==> src/rtl/bram0_loader.sv <==
// Byte-stream loader for BRAM0: packs four stream lanes per word, writes words from address 0,
// then hands the clamped word count to the accessor with a one-cycle start pulse.
module bram0_loader #(
   parameter int CNT_BIT       = 31,
   parameter int DWIDTH_1      = 32,
   parameter int AWIDTH        = 8,
   parameter int MEM_SIZE      = 256,
   parameter int IN_DATA_WIDTH = 8
) (
   input  logic                     clk,
   input  logic                     reset,
   input  logic                     start_load_i,
   input  logic [CNT_BIT-1:0]       word_count_i,
   input  logic                     s_valid_i,
   input  logic [IN_DATA_WIDTH-1:0] s_data_i,
   output logic                     s_ready_o,
   output logic [AWIDTH-1:0]        addr_b0_o,
   output logic                     ce_b0_o,
   output logic                     we_b0_o,
   output logic [DWIDTH_1-1:0]      d_b0_o,
   output logic                     idle_o,
   output logic                     load_o,
   output logic                     done_o,
   output logic                     start_run_o,
   output logic [CNT_BIT-1:0]       run_count_o
);

   localparam logic [1:0] IDLE  = 2'd0;
   localparam logic [1:0] LOAD  = 2'd1;
   localparam logic [1:0] FLUSH = 2'd2;
   localparam logic [1:0] DONE  = 2'd3;

   logic [1:0]                        state;
   logic [CNT_BIT-1:0]                target;
   logic [1:0]                        byte_idx;
   logic [AWIDTH-1:0]                 word_idx;
   logic [DWIDTH_1-IN_DATA_WIDTH-1:0] pack;
   logic [CNT_BIT-1:0]                clamped;
   logic                              accept;
   logic                              last_word;

   assign s_ready_o = (state == LOAD);
   assign idle_o    = (state == IDLE);
   assign load_o    = (state == LOAD) || (state == FLUSH);
   assign accept    = s_valid_i & s_ready_o;
   assign last_word = (CNT_BIT'(word_idx) == (target - CNT_BIT'(1)));

   // Clamping to the memory depth keeps the word index from ever wrapping.
   assign clamped = (word_count_i > CNT_BIT'(MEM_SIZE)) ? CNT_BIT'(MEM_SIZE) : word_count_i;

   always_ff @(posedge clk) begin
      if (reset) begin
         state       <= IDLE;
         target      <= '0;
         byte_idx    <= '0;
         word_idx    <= '0;
         pack        <= '0;
         addr_b0_o   <= '0;
         d_b0_o      <= '0;
         ce_b0_o     <= 1'b0;
         we_b0_o     <= 1'b0;
         done_o      <= 1'b0;
         start_run_o <= 1'b0;
         run_count_o <= '0;
      end else begin
         ce_b0_o     <= 1'b0;
         we_b0_o     <= 1'b0;
         done_o      <= 1'b0;
         start_run_o <= 1'b0;
         run_count_o <= '0;
         case (state)
            IDLE: begin
               if (start_load_i) begin
                  target   <= clamped;
                  byte_idx <= '0;
                  word_idx <= '0;
                  if (clamped == '0) begin
                     state  <= DONE;
                     done_o <= 1'b1;
                  end else begin
                     state <= LOAD;
                  end
               end
            end
            LOAD: begin
               if (accept) begin
                  // The fourth lane completes the word; the write lands while the next word packs.
                  if (byte_idx == 2'd3) begin
                     ce_b0_o   <= 1'b1;
                     we_b0_o   <= 1'b1;
                     addr_b0_o <= word_idx;
                     d_b0_o    <= {pack, s_data_i};
                     byte_idx  <= '0;
                     if (last_word) begin
                        state <= FLUSH;
                     end else begin
                        word_idx <= word_idx + AWIDTH'(1);
                     end
                  end else begin
                     pack     <= {pack[DWIDTH_1-2*IN_DATA_WIDTH-1:0], s_data_i};
                     byte_idx <= byte_idx + 2'd1;
                  end
               end
            end
            FLUSH: begin
               state       <= DONE;
               done_o      <= 1'b1;
               start_run_o <= 1'b1;
               run_count_o <= target;
            end
            DONE: begin
               state <= IDLE;
            end
            default: begin
               state <= IDLE;
            end
         endcase
      end
   end

endmodule
==> config.mk <==
export PLATFORM = sky130hd
export DESIGN_NAME = bram0_loader
export DESIGN_NICKNAME = d
export VERILOG_FILES = /design/src/rtl/bram0_loader.sv
export SDC_FILE = /design/constraint.sdc
export NUM_CORES = 1
export LEC_CHECK = 0
export BUFFER_PORTS_ARGS = -buffer_cell sky130_fd_sc_hd__clkbuf_2
export CORE_MARGIN = 5
export CORE_UTILIZATION = 35
export CTS_CLUSTER_DIAMETER = 200
export DETAILED_ROUTE_END_ITERATION = 8
export PLACE_DENSITY = 0.54
export RECOVER_POWER = 100
export SYNTH_ARGS = -nofsm -noshare
export SYNTH_HDL_FRONTEND = slang
export SYNTH_SLANG_ARGS = --single-unit
==> constraint.sdc <==
create_clock -name clk -period 5.7 [get_ports clk]
set_input_delay 0.57 -clock clk [delete_from_list [all_inputs] [get_ports clk]]
set_output_delay 0.57 -clock clk [all_outputs]
set_load 0.005 [all_outputs]
Word-level counts from Yosys, hierarchy flattened
Index checks and enable logic that the tools add are counted.
{"block": "op_classes", "n_reduce_logical": 12, "addsub": 3, "shift": 0, "n_mux": 21, "n_div": 0, "eq_ne": 10, "bitwise_logic": 5, "n_mul": 0, "order_cmp": 1}
{"op": "$mux W8", "n": 4}
{"op": "$eq A8 B31 Y1", "n": 1}
{"op": "$gt A31 B9 Y1 const B", "n": 1}
{"op": "$logic_not A31 Y1", "n": 1}
{"op": "$mux W31", "n": 1}
{"op": "$sub A31 B1 Y31 const B", "n": 1}
{"op": "$mux W2", "n": 8}
{"op": "$pmux W8 S2", "n": 1}
{"op": "$reduce_and A3 Y1", "n": 3}
{"op": "$add A8 B1 Y8 const B", "n": 1}
{"op": "$pmux W2 S4", "n": 1}
{"op": "$eq A2 B2 Y1 const B", "n": 3}
{"op": "$ne A2 B1 Y1 const B", "n": 3}
{"op": "$reduce_and A5 Y1", "n": 1}
{"op": "$mux W1", "n": 4}
{"op": "$ne A2 B2 Y1 const B", "n": 2}
{"op": "$not A1 Y1", "n": 4}
{"op": "$pmux W2 S2", "n": 1}
{"op": "$reduce_and A4 Y1", "n": 1}
{"op": "$reduce_or A3 Y1", "n": 1}
{"op": "$add A2 B1 Y2 const B", "n": 1}
{"op": "$eq A2 B1 Y1 const B", "n": 1}
{"op": "$logic_not A2 Y1", "n": 1}
{"op": "$pmux W1 S2", "n": 1}
{"op": "5 further kinds", "n": 5}
{"block": "word_totals", "n_memories": 0, "romBits": 0, "ramBits": 0, "output_inout_bits": 78, "input_bits": 43, "regBits": 141, "word_cells": 63, "latch_bits": 0}

Longest topological paths before layout
Gate-level depths: netlist (run 1).
{"block": "logic_depth", "ltp_word": 6, "depth_mapped": 13, "mapped_depth_nobuf": 10}

Worst setup path before layout (run 1)
No wires, ideal clock.
{"block": "synth_path", "kind": "register to register", "from": "register target[15]", "to": "register word_idx[4]", "setup_time_ps": 137, "required_time_ps": 5563, "arrival_ps": 3034, "synth_period_minus_slack_ps": 3171, "slack_ps": 2529, "stages_incl_launch_ff": 10, "path_buffers": 1, "cell_sequence": "dfxtp_1 or4_4 or4_4 o41ai_2 nand4_1 or4_4 o41ai_4 buf_6 or3_1 a21oi_1"}
{"block": "synth_via", "elab_chain_len": 4}
{"item": "start, declared", "line": "34", "source": "logic [CNT_BIT-1:0] target;"}
{"item": "start signal, assigned", "line": "74", "source": "target <= clamped;"}
{"item": "$sub A31 B1 Y31", "line": "46", "source": "assign last_word = (CNT_BIT'(word_idx) == (target - CNT_BIT'(1)));"}
{"item": "$eq A8 B31 Y1", "line": "46"}
{"item": "$ne A2 B2 Y1 (no source line)"}
{"item": "$reduce_and A5 Y1 (no source line)"}
{"item": "end signal, assigned", "line": "97", "source": "word_idx <= word_idx + AWIDTH'(1);"}
{"item": "end, declared", "line": "36", "source": "logic [AWIDTH-1:0] word_idx;"}
Every way passes these cells.
A chain may end at the register's enable or synchronous reset.

==> results.sh, run 1 <==
export IMPL_grt_first_pass_wirelength_um=25000
export IMPL_utilization_pct=43.6
export IMPL_place_port_buffers=120
export IMPL_post_route_period_util_pct=77.8
export IMPL_routed_wl_um=15700
export IMPL_ir_drop_v=0.000237
export IMPL_dr_pass1_iters=5
export IMPL_hold_path_cell_count=3
export IMPL_timing_worst_setup_path_type="input pin to flop"
export IMPL_async_flop_share_pct=0
export IMPL_num_vias=5146
export IMPL_chipWidth_um=138
export IMPL_layout_drive_gt1_share_pct=13.7
export IMPL_ant_nets=0
export IMPL_insertion_delay_ns=0.42
export IMPL_min_path_type="input pin to flop"
export IMPL_synth_sequential_area_ratio_pct=49.3
export IMPL_power_density_mw_per_mm2=354
export IMPL_insertedDiodeCount=0
export IMPL_post_synth_cell_area_avg_um2=8.48
export IMPL_clock_sinks=141
export IMPL_worst_r2r_path_cells=10
export IMPL_critical_path_max_fanout=84
export IMPL_finalWeightedCongestion=0.880
export IMPL_total_global_routing_overflow=0
export IMPL_cts_made_buffers=17
export IMPL_maxSlewViolCount=85
export IMPL_slowest_stage="sky130_fd_sc_hd__clkbuf_1"
export IMPL_postCtsSetupRepairBufs=0
export IMPL_die_y_um=138
export IMPL_critical_path_top_cell_by_count="sky130_fd_sc_hd__clkbuf_1"
export IMPL_route_detailed_wl_per_inst_um=15.6
export IMPL_post_synth_instance_area_mm2=0.00573
export IMPL_fin_nets=825
export IMPL_outcome="complete, but fails checks"
export IMPL_cp_end_kind="flop"
export IMPL_worst_r2r_setup_slack_ns=1.84
export IMPL_fp_coreArea_mm2=0.0160
export IMPL_final_hold_viol_count=0
export IMPL_cp_depth=5
export IMPL_clockBufferDepth=2
export IMPL_synth_nets=725
export IMPL_whs_ns=0.381
export IMPL_max_slew_margin_rel_pct=-151
export IMPL_worst_slew_pin_slew_ns=3.76
export IMPL_drt_vias_per_instance=5.12
export IMPL_clock_tree_root_cell="sky130_fd_sc_hd__clkbuf_16"
export IMPL_io_pin_count=121
export IMPL_cts_clk_slew_worst_paths_ns=0.06
export IMPL_drt_initial_drc_count=341
export IMPL_place_hpwl_um=11000
export IMPL_flow_area_growth_from_synthesis_pct=21.8
export IMPL_setup_violations_final=0
export IMPL_critical_path_buf_inv_count=3
export IMPL_top_reg_cell_synth="sky130_fd_sc_hd__dfxtp_1"
export IMPL_design_die_area_mm2=0.0190
export IMPL_timing_fmax_ghz=0.226
export IMPL_floorplan_initialDensity_pct=35.8
export IMPL_antenna_found_initial=0
export IMPL_synth_enable_flop_cells=0
export IMPL_yosys_cell_types_count=60
export IMPL_critical_path_max_stage_delay_ns=2.62
export IMPL_worst_clock_skew_ns=0.00880
export IMPL_fp_row_count=46
export IMPL_grt_setup_unrepaired="no"
export IMPL_fin_setup_tns_ns=0
export IMPL_sequence_of_cells_on_the_critical_path="clkbuf_2, clkbuf_1, a21oi_1, clkbuf_1, and2_0"
export IMPL_drc=0
export IMPL_ys_seq_elements=141
export IMPL_critPathRequiredTime_ns=6.01
export IMPL_tritoncts="yes"
export IMPL_p_leak_nw=2.59
export IMPL_h_tree_depth=4
export IMPL_grt_util_all_layers_pct=16.7
export IMPL_timing_critical_path_from_type="input pin"
export IMPL_finalWorstPathRequiredPeriod_ns=4.43
export IMPL_failing_checks="max-capacitance violations, max-slew violations"
export IMPL_gate_count_after_technology_mapping=676
export IMPL_critical_path_top_delay_family="buffers and inverters"
export IMPL_cap_viol_max_count=1
export IMPL_crit_arrival_ns=4.74
export IMPL_first_global_vias=4937
export IMPL_number_of_gates_resized_after_cts=0
export IMPL_grt_max_degree=85
export IMPL_yosysWarningCount=0
export IMPL_cts_hold_buf=0
flip-flops by register name, summed over array words and instances, names as in the netlist:
register,count
word_idx,8
pack,24
byte_idx,2
done_o,1
addr_b0_o,8
d_b0_o,32
start_run_o,1
we_b0_o,1
state,2
run_count_o,31
target,31
power by group:
part / switching [mW] / internal (mW) / leakage (nW) / total (mW)
sequential: 0.0207 / 1.01 / 1.14 / 1.03
clock: 0.444 / 0.696 / 0.289 / 1.14
combinational: 0.210 / 0.0949 / 1.17 / 0.304
total: 0.674 / 1.80 / 2.59 / 2.47
worst paths after layout:
kind	start	to
min reg2reg	pack[20]$_SDFFE_PP0P_	pack[20]$_SDFFE_PP0P_
max reg2reg	target[0]$_SDFFE_PP0P_	word_idx[5]$_SDFFE_PP0P_
max	reset	target[26]$_SDFFE_PP0P_
min	s_data_i[6]	pack[6]$_SDFFE_PP0P_
synth_stat cells (4+ instances only):
| cell type | count | share of area, % |
|---|---|---|
| sky130_fd_sc_hd__nand2_1 | 148 | 9.7 |
| sky130_fd_sc_hd__dfxtp_1 | 141 | 49 |
| sky130_fd_sc_hd__a21oi_1 | 81 | 7.1 |
| sky130_fd_sc_hd__and2_1 | 55 | 6.0 |
| sky130_fd_sc_hd__clkbuf_1 | 41 | 2.7 |
| sky130_fd_sc_hd__nor2_1 | 32 | 2.1 |
| sky130_fd_sc_hd__nor4_1 | 15 | 1.6 |
| sky130_fd_sc_hd__nor3_1 | 12 | 1.0 |
| sky130_fd_sc_hd__nand4_1 | 10 | 1.1 |
| sky130_fd_sc_hd__nand3_1 | 9 | 0.79 |
| sky130_fd_sc_hd__a22oi_1 | 8 | 1.0 |
| sky130_fd_sc_hd__or4_1 | 8 | 1.0 |
| sky130_fd_sc_hd__nand2b_1 | 7 | 0.76 |
| sky130_fd_sc_hd__nor2b_1 | 7 | 0.76 |
| sky130_fd_sc_hd__o21ai_0 | 7 | 0.61 |
| sky130_fd_sc_hd__or3_1 | 7 | 0.76 |
| sky130_fd_sc_hd__ha_1 | 6 | 1.3 |
| sky130_fd_sc_hd__inv_1 | 5 | 0.33 |
| sky130_fd_sc_hd__o21ai_1 | 5 | 0.44 |
| sky130_fd_sc_hd__o31ai_1 | 5 | 0.66 |
| sky130_fd_sc_hd__o21a_1 | 4 | 0.52 |
| sky130_fd_sc_hd__or4b_2 | 4 | 0.70 |
final cells by class:
class                           instances  area [um2]
Fill cell                            1705        9020
Sequential cell                       141        2820
Multi-Input combinational cell        486        2700
Timing Repair Buffer                  125         553
Clock buffer                           18         429
Tap cell                              216         270
Clock inverter                         14         179
Inverter                                5        18.8
cell families after synthesis:
| family | Yosys count | synth area share, % |
|---|---|---|
| AO/OA/AOI/OAI | 139 | 15.3 |
| XOR/XNOR | 6 | 0.917 |
| adder cells (fa/ha/maj) | 6 | 1.31 |
| buffers and inverters | 49 | 3.41 |
| flip-flops | 141 | 49.3 |
| multiplexers | 2 | 0.393 |
| AND/OR/NAND/NOR | 333 | 29.4 |
stage by stage:
step           instances  cell area, um2  setup WS [ns]  power, mW
5_1_grt             1005            6980          0.806       2.58
3_3_place_gp         973            6460           1.96       1.35
6_report            1005            6980           1.27       2.47
2_1_floorplan        676            5730           2.53       1.26
4_1_cts             1005            7070           1.85       2.51
3_5_place_dp         973            6460           1.86       1.36
cell usage in the layout (no fill, tap or decap), types with 3 or more instances in the layout:
master / count
sky130_fd_sc_hd__nand4_1: 10
sky130_fd_sc_hd__nor2_1: 32
sky130_fd_sc_hd__dfxtp_1: 141
sky130_fd_sc_hd__a22oi_1: 8
sky130_fd_sc_hd__nand2b_1: 7
sky130_fd_sc_hd__clkbuf_16: 17
sky130_fd_sc_hd__nand3_1: 9
sky130_fd_sc_hd__bufinv_16: 3
sky130_fd_sc_hd__and2_1: 21
sky130_fd_sc_hd__inv_1: 5
sky130_fd_sc_hd__o41ai_1: 4
sky130_fd_sc_hd__a21oi_1: 81
sky130_fd_sc_hd__xor2_1: 3
sky130_fd_sc_hd__o21a_1: 4
sky130_fd_sc_hd__nor2b_1: 7
sky130_fd_sc_hd__ha_1: 6
sky130_fd_sc_hd__clkbuf_2: 61
sky130_fd_sc_hd__clkbuf_1: 61
sky130_fd_sc_hd__nor3_1: 12
sky130_fd_sc_hd__or4_4: 3
sky130_fd_sc_hd__o31ai_1: 5
sky130_fd_sc_hd__xnor2_1: 3
sky130_fd_sc_hd__o21ai_1: 4
sky130_fd_sc_hd__nand2_1: 148
sky130_fd_sc_hd__or4b_2: 4
sky130_fd_sc_hd__nor4_1: 15
sky130_fd_sc_hd__inv_6: 6
sky130_fd_sc_hd__o21ai_0: 8
sky130_fd_sc_hd__or4_1: 8
sky130_fd_sc_hd__or3_1: 7
sky130_fd_sc_hd__clkinvlp_4: 3
sky130_fd_sc_hd__and2_0: 34
sky130_fd_sc_hd__and3_1: 3
worst min-delay path, cell delays in order:
cell and delay (ns):
sky130_fd_sc_hd__clkbuf_2 0.09, sky130_fd_sc_hd__nand2_1 0.05, sky130_fd_sc_hd__a21oi_1 0.05
per-layer routing:
metal | track usage, % | vias to the layer above | part of all wire [%]
met2 | 26.2 | 140 | 46
li1 | - | 2546 | -
met1 | 21.8 | 2442 | 46
met3 | 5.59 | 18 | 7.1
met5 | 0 | - | 0
met4 | 4.77 | 0 | 1.1
(Power assumes the default switching activity.)
==> run 2: changes to the inputs <==
==> constraint.sdc (replaced) <==
create_clock -name clk -period 4.5 [get_ports clk]
set_input_delay 0.45 -clock clk [delete_from_list [all_inputs] [get_ports clk]]
set_output_delay 0.45 -clock clk [all_outputs]
set_load 0.005 [all_outputs]
==> results.sh, run 2 (synthesis gave the netlist of run 1 again) <==
export IMPL_outcome="complete, but fails checks"
export IMPL_failing_checks="max-capacitance violations, max-slew violations"
export IMPL_flow_area_growth_from_synthesis_pct=21.6
export IMPL_power_switching_share_pct=26.4
export IMPL_setup_slack_ns=0.658
export IMPL_cp_end_kind="flop"
export IMPL_fp_coreArea_mm2=0.0160
export IMPL_max_ffs_per_register=32
export IMPL_register_area_mm2=0.00282
export IMPL_post_route_period_util_pct=85.4
export IMPL_grt_setup_unrepaired="no"
export IMPL_final_non_filler_cell_area_mm2=0.00697
export IMPL_drc=0
export IMPL_cts_made_buffers=17
export IMPL_fp_row_count=46
export IMPL_power_share_combinational_pct=12.2
export IMPL_place_inst=973
export IMPL_postCtsSetupRepairBufs=0
export IMPL_insertion_delay_ns=0.42
export IMPL_design_die_area_mm2=0.0190
export IMPL_h_tree_depth=4
export IMPL_dr_pass1_iters=4
export IMPL_place_hpwl_um=11100
export IMPL_critPathRequiredTime_ns=4.77
export IMPL_post_layout_nonfiller_instances=1004
export IMPL_chipWidth_um=138
export IMPL_first_global_vias=5046
export IMPL_max_slew_margin_rel_pct=-40.3
export IMPL_whs_ns=0.273
export IMPL_fin_setup_tns_ns=0
export IMPL_worst_clock_skew_ns=0.0139
export IMPL_clockBufferDepth=2
export IMPL_min_path_type="input pin to flop"
export IMPL_p_leak_nw=2.61
export IMPL_setup_violations_final=0
export IMPL_ir_drop_v=0.000277
export IMPL_drt_initial_drc_count=429
export IMPL_insertedDiodeCount=0
export IMPL_antenna_found_initial=0
export IMPL_place_port_buffers=120
export IMPL_dpl_worst_slack_ns=0.650
export IMPL_grt_util_all_layers_pct=17.1
export IMPL_final_hold_viol_count=0
export IMPL_ant_nets=0
export IMPL_cap_viol_max_count=3
export IMPL_p_clk_share_pct=45.9
export IMPL_grt_max_degree=49
export IMPL_route_detailed_wl_per_inst_um=15.6
export IMPL_power_density_mw_per_mm2=446
export IMPL_registers_top_by_ff_count="d_b0_o"
export IMPL_cts_clk_slew_worst_paths_ns=0.06
export IMPL_n_fill_cell=1712
export IMPL_power_frac_seq_pct=42.0
export IMPL_p_switching_mw=0.820
export IMPL_placed_cell_area_mm2=0.00646
export IMPL_worst_slew_pin_slew_ns=2.10
export IMPL_maxSlewViolCount=129
export IMPL_io_pin_count=121
export IMPL_floorplan_initialDensity_pct=35.8
export IMPL_layout_drive_gt1_share_pct=13.7
export IMPL_crit_arrival_ns=4.11
export IMPL_cellInternalPower_mw=2.29
export IMPL_routed_wl_um=15700
export IMPL_most_common_library_cell_in_the_layout_ignoring_fill_and_taps="sky130_fd_sc_hd__nand2_1"
export IMPL_number_of_gates_resized_after_cts=0
export IMPL_finalWeightedCongestion=0.880
export IMPL_total_global_routing_overflow=0
export IMPL_finalWorstPathRequiredPeriod_ns=3.84
export IMPL_clock_sinks=141
export IMPL_clock_tree_root_cell="sky130_fd_sc_hd__clkbuf_16"
export IMPL_die_y_um=138
export IMPL_grt_first_pass_wirelength_um=25500
export IMPL_critical_path_max_fanout=15
export IMPL_timing_critical_path_from_type="flop"
export IMPL_drt_vias_per_instance=5.14
export IMPL_timing_worst_setup_path_type="flop to flop"
export IMPL_tritoncts="yes"
export IMPL_cts_hold_buf=0
export IMPL_multi_input_area_mm2=0.00270
export IMPL_final_cell_mix="sky130_fd_sc_hd__nand2_1, sky130_fd_sc_hd__dfxtp_1, sky130_fd_sc_hd__a21oi_1"
export IMPL_num_vias=5165
export IMPL_largest_registers="d_b0_o: 32 flops, run_count_o: 31 flops, target: 31 flops"
export IMPL_timing_fmax_ghz=0.260
export IMPL_fin_nets=825
run 2: power by group through the flow:
stage	Clock (mW)	Sequential (mW)	Combinational [mW]
floorplan	0	1.32	0.275
global placement	0	1.33	0.388
detailed placement	0	1.33	0.395
CTS	1.46	1.30	0.399
global route	1.52	1.31	0.423
finish	1.42	1.30	0.379
run 2: path summary, 6_finish.rpt:
path	cells after the start	start	end	slack [ns]
worst max-delay path	10	target[0]$_SDFFE_PP0P_	word_idx[5]$_SDFFE_PP0P_	0.66
worst min-delay path	3	s_data_i[0]	pack[0]$_SDFFE_PP0P_	0.27
worst max register to register	10	target[0]$_SDFFE_PP0P_	word_idx[5]$_SDFFE_PP0P_	0.66
worst min register to register	2	d_b0_o[13]$_SDFFE_PP0P_	d_b0_o[13]$_SDFFE_PP0P_	0.45
run 2: worst max-delay path: stages, from the launching register on:
cell and delay (ns):
sky130_fd_sc_hd__dfxtp_1 0.39, sky130_fd_sc_hd__inv_1 0.09, sky130_fd_sc_hd__ha_1 0.46, sky130_fd_sc_hd__nor4b_1 0.28
sky130_fd_sc_hd__nand4_1 0.19, sky130_fd_sc_hd__or3b_1 0.40, sky130_fd_sc_hd__o21a_1 0.13, sky130_fd_sc_hd__or4b_2 0.71
sky130_fd_sc_hd__o41ai_4 0.71, sky130_fd_sc_hd__or4b_2 0.26, sky130_fd_sc_hd__a21oi_1 0.06
run 2: per-stage QoR:
| step | utilization (%) | total power, mW |
|---|---|---|
| floorplan | - | 1.59 |
| global placement | 40.4 | 1.72 |
| detailed placement | 40.4 | 1.73 |
| CTS | 44.1 | 3.17 |
| global route | 43.5 | 3.25 |
| finish | 43.5 | 3.11 |
run 2: area by class of cell:
type,instances,share of cell area (%)
Clock inverter,12,2.28
Timing Repair Buffer,125,7.94
Inverter,5,0.269
Tap cell,216,3.88
Multi-Input combinational cell,486,38.7
Clock buffer,19,6.36
Sequential cell,141,40.5
run 2: routing by layer:
metal  wire (um)  track usage, %
met1        7310            22.1
met2        7250            27.1
met3         902            5.30
met4         197            5.60
met5           0               0
==> run 3: changes to the inputs <==
--- a/config.mk
+++ b/config.mk
@@ -6,6 +6,7 @@
 export NUM_CORES = 1
 export LEC_CHECK = 0
 export BUFFER_PORTS_ARGS = -buffer_cell sky130_fd_sc_hd__clkbuf_2
+export CORE_ASPECT_RATIO = 0.8
 export CORE_MARGIN = 5
 export CORE_UTILIZATION = 35
 export CTS_CLUSTER_DIAMETER = 200
==> results.sh, run 3 (synthesis gave the netlist of run 1 again) <==
export IMPL_clock_sinks=141
export IMPL_worstReg2RegEnd="word_idx[5]$_SDFFE_PP0P_"
export IMPL_p_leak_nw=2.67
export IMPL_slowest_stage="sky130_fd_sc_hd__o41ai_4"
export IMPL_worst_slew_pin_slew_ns=1.79
export IMPL_whs_ns=0.269
export IMPL_worstHoldStart="s_data_i[0]"
export IMPL_worst_r2r_path_cells=10
export IMPL_most_common_library_cell_in_the_layout_ignoring_fill_and_taps="sky130_fd_sc_hd__nand2_1"
export IMPL_flow_area_growth_from_synthesis_pct=22.8
export IMPL_max_slew_margin_rel_pct=-19.1
export IMPL_layout_drive_gt1_share_pct=15.9
export IMPL_finalWeightedCongestion=0.875
export IMPL_dr_pass1_iters=5
export IMPL_fp_row_count=41
export IMPL_setup_violations_final=0
export IMPL_place_hpwl_um=12200
export IMPL_tritoncts="yes"
export IMPL_number_of_gates_resized_after_cts=0
export IMPL_ant_nets=0
export IMPL_num_vias=5113
export IMPL_clock_tree_root_cell="sky130_fd_sc_hd__clkbuf_16"
export IMPL_postCtsSetupRepairBufs=0
export IMPL_drt_vias_per_instance=5.07
export IMPL_routed_wl_um=16400
export IMPL_cts_made_buffers=17
export IMPL_crit_arrival_ns=4.09
export IMPL_grt_setup_unrepaired="no"
export IMPL_route_detailed_wl_per_inst_um=16.3
export IMPL_final_non_filler_cell_area_mm2=0.00703
export IMPL_registers_top_by_ff_count="d_b0_o"
export IMPL_cp_end_kind="flop"
export IMPL_critical_path_max_fanout=15
export IMPL_critical_path_buf_inv_count=1
export IMPL_fp_coreArea_mm2=0.0159
export IMPL_place_port_buffers=120
export IMPL_drc=0
export IMPL_max_ffs_per_register=32
export IMPL_cp_depth=10
export IMPL_ir_drop_v=0.000277
export IMPL_first_global_vias=4996
export IMPL_power_density_mw_per_mm2=448
export IMPL_critical_path_top_delay_family="simple AND/OR/NAND/NOR gates"
export IMPL_io_pin_count=121
export IMPL_critical_path_top_cell_by_count="sky130_fd_sc_hd__or4b_2"
export IMPL_fin_setup_tns_ns=0
export IMPL_min_path_type="input pin to flop"
export IMPL_grt_max_degree=51
export IMPL_grt_util_all_layers_pct=17.1
export IMPL_outcome="complete, but fails checks"
export IMPL_utilization_pct=44.2
export IMPL_whs_endpoint="d_b0_o[0]$_SDFFE_PP0P_"
export IMPL_floorplan_initialDensity_pct=36.0
export IMPL_design_die_area_mm2=0.0190
export IMPL_worst_r2r_setup_slack_ns=0.70
export IMPL_dpl_worst_slack_ns=0.719
export IMPL_timing_critical_path_from_type="flop"
export IMPL_worst_clock_skew_ns=0.00830
export IMPL_place_inst=976
export IMPL_final_cell_mix="sky130_fd_sc_hd__nand2_1, sky130_fd_sc_hd__dfxtp_1, sky130_fd_sc_hd__a21oi_1"
export IMPL_antenna_found_initial=0
export IMPL_timing_fmax_ghz=0.263
export IMPL_drt_initial_drc_count=398
export IMPL_h_tree_depth=4
export IMPL_maxSlewViolCount=42
export IMPL_finalWorstPathRequiredPeriod_ns=3.80
export IMPL_timing_worst_setup_path_type="flop to flop"
export IMPL_die_y_um=124
export IMPL_insertion_delay_ns=0.43
export IMPL_cts_hold_buf=0
export IMPL_placed_cell_area_mm2=0.00649
export IMPL_largest_registers="d_b0_o: 32 flops, run_count_o: 31 flops, target: 31 flops"
export IMPL_clockBufferDepth=2
export IMPL_critical_path_max_stage_delay_ns=0.72
export IMPL_critPathRequiredTime_ns=4.78
export IMPL_fin_nets=829
export IMPL_cap_viol_max_count=1
export IMPL_post_route_period_util_pct=84.5
export IMPL_chipWidth_um=153
export IMPL_grt_first_pass_wirelength_um=26400
export IMPL_power_total_mw=3.15
export IMPL_failing_checks="max-capacitance violations, max-slew violations"
export IMPL_cts_clk_slew_worst_paths_ns=0.07
export IMPL_insertedDiodeCount=0
export IMPL_post_layout_nonfiller_instances=1008
export IMPL_reg2reg_from="target[0]$_SDFFE_PP0P_"
export IMPL_final_hold_viol_count=0
export IMPL_hold_path_cell_count=3
export IMPL_total_global_routing_overflow=0
export IMPL_sequence_of_cells_on_the_critical_path="inv_1, ha_1, nor4b_1, nand4_1, or3b_1, o21a_1, or4b_2, o41ai_4, or4b_2, a21oi_1"
export IMPL_setup_slack_ns=0.696
[run 3: area by class of cell]
class | instances | area, um2
Clock inverter | 15 | 198
Fill cell | 1674 | 8870
Tap cell | 215 | 269
Sequential cell | 141 | 2820
Multi-Input combinational cell | 486 | 2700
Inverter | 5 | 18.8
Clock buffer | 17 | 425
Timing Repair Buffer | 129 | 601
[run 3: report_power, final]
group / internal, mW / switching (mW)
Clock: 0.848 / 0.613
Combinational: 0.120 / 0.266
Sequential: 1.28 / 0.0277
Total: 2.24 / 0.906
[run 3: how the worst max path moves through the flow]
stage | slack, ns | start | endpoint
after floorplan | 1.33 | target[15]$_SDFFE_PP0P_ | word_idx[4]$_SDFFE_PP0P_
after global placement | 0.81 | target[0]$_SDFFE_PP0P_ | word_idx[5]$_SDFFE_PP0P_
after detailed placement | 0.72 | target[0]$_SDFFE_PP0P_ | word_idx[5]$_SDFFE_PP0P_
after CTS | 0.71 | target[0]$_SDFFE_PP0P_ | word_idx[5]$_SDFFE_PP0P_
after global routing | 0.46 | target[0]$_SDFFE_PP0P_ | word_idx[5]$_SDFFE_PP0P_
final | 0.70 | target[0]$_SDFFE_PP0P_ | word_idx[5]$_SDFFE_PP0P_
[run 3: tightest hold or removal path: cells and delay by family]
kind            cells  cell delay (ns)
compound gates      1             0.05
simple gates        1             0.05
buf+inv             1             0.10
[run 3: metal layers]
metal / part of all wire [%] / vias to the layer above / GRT usage, %
met5: 0 / - / 0
met2: 40 / 163 / 23.3
li1: - / 2555 / -
met3: 6.7 / 15 / 5.73
met4: 1.2 / 0 / 5.76
met1: 52 / 2380 / 25.0
